<file path="src/rtl/sysbus_pkg.sv">
// System-bus command/space encodings and the line-reader FSM state type.
// Shared by the line reader, its interface and the bench.
package sysbus_pkg;

    localparam logic [2:0] SYSBUS_READ   = 3'b001;
    localparam logic [2:0] SYSBUS_WRITE  = 3'b010;
    localparam logic [1:0] SYSBUS_MEMORY = 2'b01;
    localparam logic [1:0] SYSBUS_MMIO   = 2'b10;

    typedef enum logic [1:0] {
        IDLE,
        REQ,
        RESP,
        DONE
    } state_t;

    // Port-id width; a single requester still gets a 1-bit id.
    function automatic int port_width(input int n);
        return (n > 1) ? $clog2(n) : 1;
    endfunction

endpackage

</file>
<file path="src/rtl/bus_line_reader_if.sv">
// Requester and system-bus signals of the line reader; master is the reader,
// slave is the requesters plus bus fabric.
interface bus_line_reader_if
    import sysbus_pkg::*;
#(
    parameter int BUS_DATA_WIDTH = 64,
    parameter int BUS_TAG_WIDTH  = 13,
    parameter int LINE_BEATS     = 8,
    parameter int N_PORTS        = 2
) ();
    localparam int LINE_BITS = BUS_DATA_WIDTH * LINE_BEATS;
    localparam int PORT_W    = port_width(N_PORTS);

    logic [N_PORTS-1:0]       req_valid;
    logic [N_PORTS*64-1:0]    req_addr;
    logic [N_PORTS-1:0]       req_ready;
    logic                     resp_valid;
    logic [PORT_W-1:0]        resp_port;
    logic [LINE_BITS-1:0]     resp_data;
    logic                     bus_reqcyc;
    logic [BUS_DATA_WIDTH-1:0] bus_req;
    logic [BUS_TAG_WIDTH-1:0] bus_reqtag;
    logic                     bus_reqack;
    logic                     bus_respcyc;
    logic [BUS_DATA_WIDTH-1:0] bus_resp;
    logic [BUS_TAG_WIDTH-1:0] bus_resptag;
    logic                     bus_respack;

    modport master (
        input  req_valid, req_addr, bus_reqack, bus_respcyc, bus_resp, bus_resptag,
        output req_ready, resp_valid, resp_port, resp_data,
               bus_reqcyc, bus_req, bus_reqtag, bus_respack
    );

    modport slave (
        output req_valid, req_addr, bus_reqack, bus_respcyc, bus_resp, bus_resptag,
        input  req_ready, resp_valid, resp_port, resp_data,
               bus_reqcyc, bus_req, bus_reqtag, bus_respack
    );

endinterface

</file>
<file path="src/rtl/rr_arbiter.sv">
// Round-robin arbiter: one-hot grant to the first requester at or after ptr.
// Purely combinational; ptr must be below N.
module rr_arbiter #(
    parameter  int N  = 2,
    localparam int PW = (N > 1) ? $clog2(N) : 1
) (
    input  logic [N-1:0]  req,
    input  logic [PW-1:0] ptr,
    output logic [N-1:0]  grant
);

    logic [N-1:0] rot;
    logic [N-1:0] first;
    logic [N-1:0] rot_unused;
    logic [N-1:0] gnt_unused;

    // Rotate so ptr sits at bit 0, isolate the lowest set bit, rotate back.
    always_comb begin
        {rot_unused, rot} = {req, req} >> ptr;
        first             = rot & (~rot + N'(1));
        {grant, gnt_unused} = {first, first} << ptr;
    end

endmodule

</file>
<file path="src/rtl/bus_line_reader.sv">
// Fetches one cache line per granted requester over the system bus, beat by beat.
// resp_valid one cycle after the last beat; one request outstanding, bus stalls tolerated.
module bus_line_reader
    import sysbus_pkg::*;
#(
    parameter int BUS_DATA_WIDTH = 64,
    parameter int BUS_TAG_WIDTH  = 13,
    parameter int LINE_BEATS     = 8,
    parameter int N_PORTS        = 2
) (
    input  logic              clk,
    input  logic              reset,
    bus_line_reader_if.master io
);

    localparam int LINE_BITS = BUS_DATA_WIDTH * LINE_BEATS;
    localparam int OFS_W     = $clog2(LINE_BITS / 8);
    localparam int PORT_W    = port_width(N_PORTS);
    localparam int CNT_W     = $clog2(LINE_BEATS);
    localparam logic [63:0]      LINE_MASK = ~((64'd1 << OFS_W) - 64'd1);
    localparam logic [CNT_W-1:0] LAST_BEAT = CNT_W'(LINE_BEATS - 1);

    state_t                    state;
    logic [PORT_W-1:0]         rr_ptr;
    logic [PORT_W-1:0]         port_id;
    logic [PORT_W-1:0]         sel_id;
    logic [CNT_W-1:0]          beat_cnt;
    logic [BUS_DATA_WIDTH-1:0] bus_req_q;
    logic                      bus_reqcyc_q;
    logic                      resp_valid_q;
    logic [LINE_BITS-1:0]      line_buf;
    logic [LINE_BITS-1:0]      line_next;
    logic [LINE_BITS-1:0]      resp_data_q;
    logic [N_PORTS-1:0]        grant;
    logic [63:0]               sel_addr;
    logic                      resptag_unused;

    rr_arbiter #(.N(N_PORTS)) u_arb (
        .req   (io.req_valid),
        .ptr   (rr_ptr),
        .grant (grant)
    );

    always_comb begin
        sel_id = '0;
        for (int i = 0; i < N_PORTS; i++) begin
            if (grant[i]) sel_id = PORT_W'(i);
        end
    end

    assign sel_addr = io.req_addr[{sel_id, 6'b0} +: 64];

    // Assembly buffer with the current beat merged in; also the final line image.
    for (genvar b = 0; b < LINE_BEATS; b++) begin : g_beat
        assign line_next[b*BUS_DATA_WIDTH +: BUS_DATA_WIDTH] =
            (beat_cnt == CNT_W'(b)) ? io.bus_resp : line_buf[b*BUS_DATA_WIDTH +: BUS_DATA_WIDTH];
    end

    always_ff @(posedge clk) begin
        if (reset) begin
            state        <= IDLE;
            rr_ptr       <= '0;
            port_id      <= '0;
            beat_cnt     <= '0;
            bus_req_q    <= '0;
            bus_reqcyc_q <= 1'b0;
            resp_valid_q <= 1'b0;
            line_buf     <= '0;
            resp_data_q  <= '0;
        end else begin
            case (state)
                IDLE: begin
                    if (|grant) begin
                        bus_req_q    <= BUS_DATA_WIDTH'(sel_addr & LINE_MASK);
                        port_id      <= sel_id;
                        bus_reqcyc_q <= 1'b1;
                        state        <= REQ;
                    end
                end
                REQ: begin
                    if (io.bus_reqack) begin
                        bus_reqcyc_q <= 1'b0;
                        beat_cnt     <= '0;
                        state        <= RESP;
                    end
                end
                RESP: begin
                    if (io.bus_respcyc) begin
                        line_buf <= line_next;
                        if (beat_cnt == LAST_BEAT) begin
                            resp_data_q  <= line_next;
                            resp_valid_q <= 1'b1;
                            state        <= DONE;
                        end else begin
                            beat_cnt <= beat_cnt + CNT_W'(1);
                        end
                    end
                end
                DONE: begin
                    resp_valid_q <= 1'b0;
                    rr_ptr       <= (port_id == PORT_W'(N_PORTS - 1)) ? '0 : port_id + PORT_W'(1);
                    state        <= IDLE;
                end
                default: state <= IDLE;
            endcase
        end
    end

    assign io.req_ready   = (state == IDLE && !reset) ? grant : '0;
    assign io.bus_respack = (state == RESP) && io.bus_respcyc;
    assign io.bus_reqcyc  = bus_reqcyc_q;
    assign io.bus_req     = bus_req_q;
    assign io.bus_reqtag  = BUS_TAG_WIDTH'({SYSBUS_READ, SYSBUS_MEMORY, 8'(port_id)});
    assign io.resp_valid  = resp_valid_q;
    assign io.resp_port   = port_id;
    assign io.resp_data   = resp_data_q;

    // Response tags are not checked; only one request is ever in flight.
    assign resptag_unused = ^io.bus_resptag;

endmodule

</file>
<file path="src/flat_wrapper.sv">
// flat-port wrapper written by rule: the top's interface ports become plain ports
module bus_line_reader_flat import sysbus_pkg::*;
#(
    parameter int BUS_DATA_WIDTH = 64,
    parameter int BUS_TAG_WIDTH  = 13,
    parameter int LINE_BEATS     = 8,
    parameter int N_PORTS        = 2
)
  (clk, reset, io_req_valid, io_req_addr, io_bus_reqack, io_bus_respcyc, io_bus_resp, io_bus_resptag, io_req_ready, io_resp_valid, io_resp_port, io_resp_data, io_bus_reqcyc, io_bus_req, io_bus_reqtag, io_bus_respack);
  bus_line_reader_if #(.BUS_DATA_WIDTH(BUS_DATA_WIDTH), .BUS_TAG_WIDTH(BUS_TAG_WIDTH), .LINE_BEATS(LINE_BEATS), .N_PORTS(N_PORTS)) io_i ();
  input  logic clk;
  input  logic reset;
  input wire logic [$bits(io_i.req_valid)-1:0] io_req_valid;
  input wire logic [$bits(io_i.req_addr)-1:0] io_req_addr;
  input wire logic [$bits(io_i.bus_reqack)-1:0] io_bus_reqack;
  input wire logic [$bits(io_i.bus_respcyc)-1:0] io_bus_respcyc;
  input wire logic [$bits(io_i.bus_resp)-1:0] io_bus_resp;
  input wire logic [$bits(io_i.bus_resptag)-1:0] io_bus_resptag;
  output wire logic [$bits(io_i.req_ready)-1:0] io_req_ready;
  output wire logic [$bits(io_i.resp_valid)-1:0] io_resp_valid;
  output wire logic [$bits(io_i.resp_port)-1:0] io_resp_port;
  output wire logic [$bits(io_i.resp_data)-1:0] io_resp_data;
  output wire logic [$bits(io_i.bus_reqcyc)-1:0] io_bus_reqcyc;
  output wire logic [$bits(io_i.bus_req)-1:0] io_bus_req;
  output wire logic [$bits(io_i.bus_reqtag)-1:0] io_bus_reqtag;
  output wire logic [$bits(io_i.bus_respack)-1:0] io_bus_respack;
  assign io_i.req_valid = io_req_valid;
  assign io_i.req_addr = io_req_addr;
  assign io_i.bus_reqack = io_bus_reqack;
  assign io_i.bus_respcyc = io_bus_respcyc;
  assign io_i.bus_resp = io_bus_resp;
  assign io_i.bus_resptag = io_bus_resptag;
  assign io_req_ready = io_i.req_ready;
  assign io_resp_valid = io_i.resp_valid;
  assign io_resp_port = io_i.resp_port;
  assign io_resp_data = io_i.resp_data;
  assign io_bus_reqcyc = io_i.bus_reqcyc;
  assign io_bus_req = io_i.bus_req;
  assign io_bus_reqtag = io_i.bus_reqtag;
  assign io_bus_respack = io_i.bus_respack;
  bus_line_reader #(.BUS_DATA_WIDTH(BUS_DATA_WIDTH), .BUS_TAG_WIDTH(BUS_TAG_WIDTH), .LINE_BEATS(LINE_BEATS), .N_PORTS(N_PORTS)) u_core (.clk(clk), .reset(reset), .io(io_i));
endmodule
</file>
<file path="config.mk">
export PLATFORM = sky130hd
export DESIGN_NAME = bus_line_reader_flat
export DESIGN_NICKNAME = d
export VERILOG_FILES = /design/src/rtl/sysbus_pkg.sv /design/src/rtl/bus_line_reader_if.sv /design/src/rtl/rr_arbiter.sv /design/src/rtl/bus_line_reader.sv /design/src/flat_wrapper.sv
export SDC_FILE = /design/constraint.sdc
export NUM_CORES = 2
export LEC_CHECK = 0
export ABC_CLOCK_PERIOD_IN_PS = 4810
export CAP_MARGIN = 0
export CORE_AREA = 4 4 312 314
export CTS_CLUSTER_SIZE = 40
export DETAILED_ROUTE_END_ITERATION = 10
export DIE_AREA = 0 0 316 318
export PLACE_DENSITY = 0.72
export SYNTH_ARGS = -nofsm -noshare
export SYNTH_HDL_FRONTEND = slang
export SYNTH_SLANG_ARGS = --single-unit
</file>
<file path="constraint.sdc">
create_clock -name clk -period 4.81 [get_ports clk]
set_clock_uncertainty 0.2 [all_clocks]
set_input_delay 0.962 -clock clk [delete_from_list [all_inputs] [get_ports clk]]
set_output_delay 0.962 -clock clk [all_outputs]
set_load 0.01 [all_outputs]
</file>
==> impl_metrics.json <==
{
  "fp.dieH_um": 318,
  "synth_edf_count": 0,
  "cts_resized": 0,
  "yosysSeqAreaShare_pct": 49.5,
  "dpl.hpwl_um": 97900,
  "fin_nets": 5847,
  "port_buffers": 762,
  "setup_ws_ps": 890,
  "crit_required_ps": 3650,
  "synth-simple-area-share_pct": 19.1,
  "hold_path_class": "register to register",
  "dieArea_um2": 100000,
  "worstMarginPinSlew_ps": 1250,
  "via_per_inst": 5.64,
  "routabilityCongestion": 0.900,
  "synth_seq_cells": 1091,
  "hold_slack_ps": 252,
  "die_w_um": 316,
  "ir_worst_vdd_uv": 279,
  "setup_viol": 0,
  "drc": 0,
  "drive_above_1_share_pct": 4.84,
  "syn_inst": 5303,
  "hold_viol_final": 0,
  "fp-row-count": 113,
  "synth_xor_area_share_pct": 0,
  "final_cells": 6972,
  "yosysTopAreaCell": "dfxtp_1",
  "pin_count": 806,
  "clkPwrFrac_pct": 43.8,
  "place_inst": 6775,
  "synth_top_area_share_pct": 49.5,
  "critPathKind": "input pin to output pin",
  "synth_common_cells": "1223 x nand2_1, 1091 x dfxtp_1, 571 x nor2_1",
  "wl_per_cell_um": 22.6,
  "vias": 39300,
  "clk_pin_slew_ps": 60,
  "cts_setup_buffers": 0,
  "min_period_ps": 3920,
  "synthMuxAreaShare_pct": 7.32,
  "synth_area_leaders": "dfxtp_1 49%, nand2_1 10%, mux2i_1 7.3%",
  "switching_power_mw": 5.26,
  "overflow": 0,
  "cts_made_buffers": 113,
  "worst_setup_path_start_kind": "input pin",
  "p_comb_share_pct": 10.6,
  "drv_cap": 0,
  "grt_max_degree": 195,
  "synth_top_family_by_area": "simple AND/OR/NAND/NOR gates",
  "syn_area_per_cell_um2": 8.32,
  "status": "finished, final reports clean",
  "fin_util_pct": 58.4,
  "drt_iter0_markers": 3797,
  "cp-end-kind": "output pin",
  "rsz0062_at_grt": "false",
  "netlist_area_um2": 44100,
  "place_ws_ps": 942,
  "ctsRootBufferMaster": "clkbuf_16",
  "diodes": 0,
  "p_seq_share_pct": 45.6,
  "slew_viol_final": 0,
  "cellLeakagePower_nw": 16.8,
  "totalWireLength_um": 158000,
  "grt_pass1_wl_um": 233000,
  "firstDrtPassIters": 8,
  "intPower_mw": 15.4,
  "final.setup.tns_ps": 0,
  "initial_core_util_pct": 46.7,
  "antenna_found_initial": 3,
  "grt_pass1_vias": 35600,
  "synth_top_flop_cell": "dfxtp_1",
  "grt_usage_pct": 29.9,
  "powerDensity_nw_per_um2": 374,
  "hold_buffers": 0,
  "cts.sinks": 1091,
  "period_share_pct": 81.5,
  "synth_warnings": 0,
  "clk-insertion-delay-late_ps": 700,
  "nFillCells": 8363,
  "synth_fa_ha_area_share_pct": 0.312,
  "core-area_um2": 94600,
  "cts_tree": "built",
  "swShare_pct": 25.5,
  "ant_nets": 0,
  "htreeDepth": 3,
  "relSlewSlack_pct": 16.4,
  "arrival_ps": 2760,
  "critPathMaxFanout": 5,
  "netlist-cell-type-count": 38,
  "max_freq_mhz": 255,
  "ys_async_sr_fraction_pct": 0,
  "clockBufferDepth": 3,
  "synthToLayoutAreaGrowth_pct": 25.0,
  "yosysMostFrequentCell": "nand2_1",
  "synth_compound_area_share_pct": 17.0
}
-- power by group through the flow --
| stage | clock, mW | combinational (mW) | sequential, mW |
|---|---|---|---|
| after floorplan | 0 | 1.16 | 9.65 |
| after global placement | 0 | 2.15 | 9.61 |
| after detailed placement | 0 | 2.17 | 9.61 |
| after CTS | 9.17 | 2.18 | 9.42 |
| after global routing | 9.56 | 2.32 | 9.44 |
| final | 9.05 | 2.18 | 9.42 |
-- worst max-delay path, cell delays in order --
cell and delay [ps]:
clkdlybuf4s50_1 580, nand3_1 110, a21oi_1 430, clkdlybuf4s50_1 670
-- cell type report --
cell class,instances,area [µm²],share of cell area (%)
Clock inverter,40,498,0.902
Tap cell,1265,1580,2.87
Timing Repair Buffer,823,8340,15.1
Multi-Input combinational cell,3588,19600,35.5
Sequential cell,1091,21800,39.6
Clock buffer,157,3340,6.04
Inverter,8,30.0,0.0544
-- logic make-up after synthesis --
logic type | after synthesis
fa+ha+maj | 11
compound gates | 1152
buf+inv | 640
simple gates | 2084
flops | 1091
mux | 323
other cells | 2
-- registers in the layout (all words and copies together) (netlist names) --
signal and cells:
u_core.io.resp_data 512, u_core.line_buf 512, u_core.io.bus_req 58, u_core.beat_cnt 3, u_core.state 2, u_core.io.bus_reqcyc 1
u_core.io.resp_port 1, u_core.io.resp_valid 1, u_core.rr_ptr 1
-- metrics by stage --
stage | power (mW) | area, µm²
final | 20.7 | 55200
after global routing | 21.3 | 55200
after CTS | 20.8 | 55200
after detailed placement | 11.8 | 51400
after global placement | 11.8 | 51400
after floorplan | 10.8 | 44200
-- cells in the final DEF (no fill, tap or decap), types with 5 or more instances in the layout --
cell type	instances
conb_1	18
dfxtp_1	1090
ha_4	5
ha_1	6
clkdlybuf4s50_1	760
a21oi_1	517
nand2_1	1223
buf_4	41
bufinv_16	9
nand3b_1	60
nor2_1	571
inv_1	8
buf_12	20
clkinvlp_4	5
clkbuf_8	30
nand3_1	195
mux2i_1	323
clkbuf_1	12
o21ai_0	59
a211oi_1	321
a311oi_1	250
clkbuf_16	115
clkinv_2	20
-- worst paths after layout --
| path | depth (start not counted) | slack (ps) | start | end |
|---|---|---|---|---|
| setup / recovery | 4 | 890 | io_req_valid[0] | io_req_ready[0] |
| setup reg to reg | 6 | 1430 | u_core.beat_cnt[0]$_SDFFE_PP0P_ | u_core.io.resp_data[189]$_SDFFE_PP0P_ |
| hold / removal | 2 | 250 | u_core.line_buf[79]$_SDFFE_PP0P_ | u_core.line_buf[79]$_SDFFE_PP0P_ |
| hold reg to reg | 2 | 250 | u_core.line_buf[79]$_SDFFE_PP0P_ | u_core.line_buf[79]$_SDFFE_PP0P_ |
-- per-layer routing --
layer  up-vias  share of wire [%]  GRT usage (%)  routed length [µm]
met5         -                  0              0                   0
met4         0                4.0           11.7                6240
met3       270                8.3           6.54               13000
met2      1499                 46           47.3               72400
met1     18800                 42           39.9               65800
li1      18700                  -              -                   -
Power figures use the tool's default switching activity.
